File: src/rtl/amp_seq_ctrl.sv
// Multi-amplifier power/mute sequencer with frame-aligned I2S gating.
// Optional auto-retry out of FAULT is enabled by defining AMP_SEQ_RETRY_EN.
module amp_seq_ctrl #(
    parameter int unsigned N_AMP       = 2,
    parameter int unsigned LOCK_WAIT   = 1024,
    parameter int unsigned EN_SETTLE   = 256,
    parameter int unsigned CFG_TIMEOUT = 4096,
    parameter int unsigned MUTE_HOLD   = 256,
    parameter int unsigned RETRY_WAIT  = 65536
) (
    input  logic             clk,
    input  logic             reset,
    input  logic             ena,
    input  logic             audio_locked,
    input  logic [N_AMP-1:0] nerror_in,
    input  logic             cfg_done,
    input  logic             cfg_err,
    input  logic             i2s_bck_in,
    input  logic             i2s_ws_in,
    input  logic [N_AMP-1:0] i2s_d_in,
    output logic             send_cfg,
    output logic [N_AMP-1:0] amp_nenable,
    output logic [N_AMP-1:0] amp_nmute,
    output logic             i2s_bck_out,
    output logic             i2s_ws_out,
    output logic [N_AMP-1:0] i2s_d_out,
    output logic [N_AMP-1:0] fault_out,
    output logic [2:0]       state_out
);

    localparam int unsigned MAX_A = (LOCK_WAIT > EN_SETTLE) ? LOCK_WAIT : EN_SETTLE;
    localparam int unsigned MAX_B = (CFG_TIMEOUT > MUTE_HOLD) ? CFG_TIMEOUT : MUTE_HOLD;
    localparam int unsigned MAX_C = (MAX_A > MAX_B) ? MAX_A : MAX_B;
    localparam int unsigned MAX_T = (MAX_C > RETRY_WAIT) ? MAX_C : RETRY_WAIT;
    localparam int unsigned CNT_W = $clog2(MAX_T) + 1;

    typedef enum logic [2:0] {
        S_OFF         = 3'd0,
        S_WAIT_LOCK   = 3'd1,
        S_ENABLE      = 3'd2,
        S_CONFIG      = 3'd3,
        S_UNMUTE_WAIT = 3'd4,
        S_RUN         = 3'd5,
        S_MUTE_WAIT   = 3'd6,
        S_FAULT       = 3'd7
    } state_t;

    state_t             state, state_nxt;
    logic [CNT_W-1:0]   cnt, cnt_nxt;
    logic               cnt_clr;
    logic [N_AMP-1:0]   fault_nxt;
    logic               ws_prev;
    logic               abort;
    logic               ws_rise;
    logic               amp_on_nxt;
    logic               run_nxt;
    logic               send_nxt;

    // Next-state, shared counter and registered-output targets
    always_comb begin
        state_nxt = state;
        cnt_clr   = 1'b0;
        fault_nxt = fault_out;
        abort     = !ena || !audio_locked;
        ws_rise   = i2s_ws_in && !ws_prev;

        case (state)
            S_OFF: begin
                if (ena && audio_locked) state_nxt = S_WAIT_LOCK;
            end
            S_WAIT_LOCK: begin
                if (!ena)                               state_nxt = S_OFF;
                else if (!audio_locked)                 cnt_clr   = 1'b1;
                else if (cnt == CNT_W'(LOCK_WAIT - 1))  state_nxt = S_ENABLE;
            end
            S_ENABLE: begin
                if (abort)                              state_nxt = S_MUTE_WAIT;
                else if (cnt == CNT_W'(EN_SETTLE - 1))  state_nxt = S_CONFIG;
            end
            S_CONFIG: begin
                // cfg_err outranks a simultaneous cfg_done
                if (cfg_err || cnt == CNT_W'(CFG_TIMEOUT - 1)) begin
                    state_nxt = S_FAULT;
                    fault_nxt = '1;
                end else if (abort) begin
                    state_nxt = S_MUTE_WAIT;
                end else if (cfg_done) begin
                    state_nxt = S_UNMUTE_WAIT;
                end
            end
            S_UNMUTE_WAIT: begin
                if (abort)        state_nxt = S_MUTE_WAIT;
                else if (ws_rise) state_nxt = S_RUN;
            end
            S_RUN: begin
                if (abort || !(&nerror_in)) begin
                    state_nxt = S_MUTE_WAIT;
                    fault_nxt = fault_out | ~nerror_in;
                end
            end
            S_MUTE_WAIT: begin
                if (cnt == CNT_W'(MUTE_HOLD - 1))
                    state_nxt = (|fault_out) ? S_FAULT : S_OFF;
            end
            S_FAULT: begin
                if (!ena) begin
                    state_nxt = S_OFF;
                    fault_nxt = '0;
                end
`ifdef AMP_SEQ_RETRY_EN
                else if (cnt == CNT_W'(RETRY_WAIT - 1)) begin
                    state_nxt = S_OFF;
                end
`endif
            end
            default: state_nxt = S_OFF;
        endcase

        cnt_nxt    = (state_nxt != state || cnt_clr) ? '0 : cnt + CNT_W'(1);
        amp_on_nxt = (state_nxt == S_ENABLE) || (state_nxt == S_CONFIG) ||
                     (state_nxt == S_UNMUTE_WAIT) || (state_nxt == S_RUN) ||
                     (state_nxt == S_MUTE_WAIT);
        run_nxt    = (state_nxt == S_RUN);
        send_nxt   = (state_nxt == S_CONFIG) && (state != S_CONFIG);
    end

    // Outputs track the next state so they change on the same edge as state_out
    always_ff @(posedge clk or posedge reset) begin
        if (reset) begin
            state       <= S_OFF;
            cnt         <= '0;
            ws_prev     <= 1'b0;
            send_cfg    <= 1'b0;
            amp_nenable <= '1;
            amp_nmute   <= '0;
            i2s_bck_out <= 1'b0;
            i2s_ws_out  <= 1'b0;
            i2s_d_out   <= '0;
            fault_out   <= '0;
            state_out   <= 3'd0;
        end else begin
            state       <= state_nxt;
            cnt         <= cnt_nxt;
            ws_prev     <= i2s_ws_in;
            send_cfg    <= send_nxt;
            amp_nenable <= {N_AMP{!amp_on_nxt}};
            amp_nmute   <= {N_AMP{run_nxt}};
            i2s_bck_out <= i2s_bck_in & run_nxt;
            i2s_ws_out  <= i2s_ws_in & run_nxt;
            i2s_d_out   <= i2s_d_in & {N_AMP{run_nxt}};
            fault_out   <= fault_nxt;
            state_out   <= state_nxt;
        end
    end

endmodule
File: config.mk
export PLATFORM = sky130hd
export DESIGN_NAME = amp_seq_ctrl
export DESIGN_NICKNAME = d
export VERILOG_FILES = /design/src/rtl/amp_seq_ctrl.sv
export SDC_FILE = /design/constraint.sdc
export NUM_CORES = 1
export LEC_CHECK = 0
export CAP_MARGIN = 20
export CORE_MARGIN = 2
export CORE_UTILIZATION = 60
export CTS_BUF_LIST = sky130_fd_sc_hd__clkbuf_4
export CTS_CLUSTER_SIZE = 16
export DETAILED_ROUTE_END_ITERATION = 8
export PLACE_DENSITY = 0.84
export SYNTH_ARGS = -nofsm -noshare
export SYNTH_HDL_FRONTEND = slang
export SYNTH_SLANG_ARGS = --single-unit
File: constraint.sdc
create_clock -name clk -period 7.4 [get_ports clk]
set_input_delay 1.48 -clock clk [delete_from_list [all_inputs] [get_ports clk]]
set_output_delay 1.48 -clock clk [all_outputs]
set_load 0.005 [all_outputs]
==> impl_results.md <==
* Run status: finished clean
* Final nets at 225
* Synth Cell Area at 1860 um2
* Area used by multi-input combinational logic at 1010 um2
* Via count of the first global-routing pass at 1531
* Max-Cap Viols at 0
* Total net switching power at 0.000124 W
* Portion of total power attributed to the clock network at 32.2%
* Detailed-placement wirelength estimate at 2990 um
* Total count of max-transition violations in the final report at 0
* Biggest area consumer among synthesized cells: sky130_fd_sc_hd__dfrtp_1
* FFs w/ async S/R, synth at 100%
* Post-synthesis sequential area ratio at 40.4%
* Signed area change from the synthesized netlist to the final layout at 17.1%
* Largest net degree at the start of global routing at 31
* Power density of the placed cells at 189 nW/um2
* Die boundary width at 59.7 um
* Element type at the critical path start: input pin
* Number of optimization iterations in the first detailed-route pass at 5
* Pint at 0.000288 W
* Proportion of total power due to net switching at 30.0%
* Synth top area share at 39.0%
* Post-CTS resize count at 0
* Number of flops mapped to enable cells by yosys at 0
* I/O pin count at 26
* Clock latency of the later-clocked register in the worst-skew pair at 0.35 ns
* CP Max Fanout at 17
* Number of DRC violations after detailed routing at 0
* Number of nets produced by synthesis at 204
* Routed via count divided by cell count at 6.49
* Final hold viol count at 0
* Total global routing overflow at 0
* Overall fraction of global-route tracks in use at 27.0%
* Worst relative slew slack at 45.3%
* Peak VDD IR at 104 uV
* Post-route clock skew at 0.0136 ns
* Root buffer cell: sky130_fd_sc_hd__clkbuf_4
* Final clock period utilization by the worst path at 50.8%
* Initial antenna violation count at 0
* Met2 demand-to-capacity share in global routing at 40.4%
* Final WL at 4410 um
* Core Area at 3000 um2
* Count of input and output buffers at 25
* Met3 track demand over resource at 8.01%
* Starting density of the core at 62.0%
* Global-route wire length before repair at 7090 um
* Gate count after technology mapping at 191
* Number of buffers created by CTS at 5
* Count of nets left with antenna violations after detail routing at 0
* Share of total power in combinational logic at 19.1%
* Least-Margin Pin Slew at 0.819 ns
* Setup violations, final at 0
* Shortest clock period the worst path allows after layout at 3.76 ns
* Layout fillers at 220
* CTS tree: built
* Number of core rows at 20
* Clock tree sinks at 30
* Vert. Die Dim at 59.7 um
* Die Area at 3570 um2
* Clock slew at the register clock pins of the worst setup and hold paths at 0.10 ns
* Main area contributors after synthesis: sky130_fd_sc_hd__dfrtp_1, sky130_fd_sc_hd__a211oi_2, sky130_fd_sc_hd__xor2_1, sky130_fd_sc_hd__a211oi_1, sky130_fd_sc_hd__xnor2_1
* Buffers inserted by post-CTS timing repair at 0
* Clock Path Buffers at 2
* Setup TNS at 0 ns
* Post-CTS Hold Buffers at 0
* Top post-synthesis cells by count: sky130_fd_sc_hd__dfrtp_1, sky130_fd_sc_hd__nand2_1, sky130_fd_sc_hd__nand3_1, sky130_fd_sc_hd__a211oi_1, sky130_fd_sc_hd__a211oi_2
* Detailed router's first-iteration violation count at 92
* Wire per inst at 17.9 um
* Fraction of final layout cells with drive strength greater than 1 at 13.6%
* # diodes at 0
* Endpoint kind of the worst setup timing path: flop
* Unrepaired setup endpoints after global routing: false
* Maximum clock rate at 266 MHz
* Placer Congestion at 0.948
* Flip-flop and latch count after synthesis at 30
* Area occupied by registers at 752 um2
* Leakage power at 0.874 nW
* Data required, critical path at 7.65 ns
* Mean instance size in the synthesized netlist at 9.75 um2
* Part of the total power dissipated in sequential elements at 48.7%
* Primary flip-flop cell chosen by synthesis mapping: sky130_fd_sc_hd__dfrtp_1
* Busiest grt layer: met2
* Overall Power at 0.000412 W
* Number of distinct standard cells referenced by the synthesized netlist at 50
* Critical path class: input pin to flop
* Total number of vias at 1596
* Most numerous cell in the Yosys netlist: sky130_fd_sc_hd__dfrtp_1
* Clock H-tree levels at 2
* Critical Path AT at 4.01 ns
* Warning count from the yosys run at 0
* Global-route track usage on met1 at 37.3%
* Hold crit path type: flop to flop
## flip-flops by register name (all words and copies together), names as in the netlist
register,count
cnt,17
state,3
fault_out,2
i2s_d_out,2
amp_nenable,1
amp_nmute,1
i2s_bck_out,1
i2s_ws_out,1
send_cfg,1
ws_prev,1
## layout by cell type, fill, tap and decap left out, types with 5 or more instances in the layout
master                            instances
sky130_fd_sc_hd__a21oi_1                  7
sky130_fd_sc_hd__xnor2_1                  7
sky130_fd_sc_hd__and2_1                   7
sky130_fd_sc_hd__dfrtp_1                 29
sky130_fd_sc_hd__and3_1                   5
sky130_fd_sc_hd__clkdlybuf4s50_1         25
sky130_fd_sc_hd__clkbuf_4                 5
sky130_fd_sc_hd__nor2_1                   8
sky130_fd_sc_hd__nand2_1                 12
sky130_fd_sc_hd__a211oi_1                 9
sky130_fd_sc_hd__xor2_1                   8
sky130_fd_sc_hd__nand3_1                 12
sky130_fd_sc_hd__a211oi_2                 9
sky130_fd_sc_hd__nand4_1                  6
sky130_fd_sc_hd__inv_1                    8
sky130_fd_sc_hd__o21ai_0                  5
## worst max-delay path, stage by stage
cell                              delay, ns
sky130_fd_sc_hd__clkdlybuf4s50_1       0.63
sky130_fd_sc_hd__nor4bb_1              0.58
sky130_fd_sc_hd__o31ai_4               0.15
sky130_fd_sc_hd__nand3b_1              0.15
sky130_fd_sc_hd__nand3_1               0.59
sky130_fd_sc_hd__a211oi_1              0.43
## worst paths after layout
path	start	to	slack [ns]	cells past startpoint
worst max-delay path	ena	cnt[5]$_DFF_PP0_	3.64	6
worst min-delay path	cnt[0]$_DFF_PP0_	cnt[0]$_DFF_PP0_	0.50	1
worst max register to register	state[0]$_DFF_PP0_	cnt[5]$_DFF_PP0_	4.36	6
worst min register to register	cnt[0]$_DFF_PP0_	cnt[0]$_DFF_PP0_	0.50	1
max in group asynchronous	reset	amp_nenable[0]$_DFF_PP1_	5.27	3
min in group asynchronous	reset	cnt[0]$_DFF_PP0_	1.52	2
## power by group through the flow
stage               Sequential (W)  Combinational, W  Clock [W]
global placement          0.000201         0.0000730          0
finish                    0.000201         0.0000786   0.000132
global route              0.000203         0.0000864   0.000143
detailed placement        0.000204         0.0000764          0
floorplan                 0.000197         0.0000588          0
CTS                       0.000200         0.0000770   0.000136
## kinds of logic after synthesis
| kind of cell | synth area share, % |
|---|---|
| simple gates | 25.6 |
| mux | 0.537 |
| xor+xnor | 7.05 |
| flops | 40.4 |
| fa+ha+maj | 0.671 |
| buf+inv | 5.17 |
| compound gates | 20.6 |
## metrics by stage
| stage | setup WS (ns) | std cells | hold slack, ns | cell area [um2] | util [%] |
|---|---|---|---|---|---|
| 2_1_floorplan | 4.16 | 191 | 0.462 | 1860 | - |
| 3_3_place_gp | 3.44 | 237 | 0.475 | 2090 | 69.5 |
| 3_5_place_dp | 3.31 | 237 | 0.483 | 2090 | 69.5 |
| 4_1_cts | 3.66 | 245 | 0.498 | 2170 | 72.1 |
| 5_1_grt | 3.43 | 246 | 0.543 | 2180 | 72.6 |
| 6_report | 3.64 | 246 | 0.498 | 2180 | 72.6 |
## final cells by class
| cell class | count | share of cell area, % |
|---|---|---|
| tap | 33 | 1.89 |
| clock inverter | 3 | 1.84 |
| multi-input combinational | 141 | 46.5 |
| timing repair buffer | 26 | 12.2 |
| sequential | 30 | 34.5 |
| clock buffer | 5 | 1.72 |
| inverter | 8 | 1.38 |
## routing by layer
layer  share of wire, %  up-vias
met4                1.5        0
met5                  0        -
met3                7.3        9
met2                 48       73
met1                 43      761
li1                   -      753
Power figures use the tool's default switching activity.
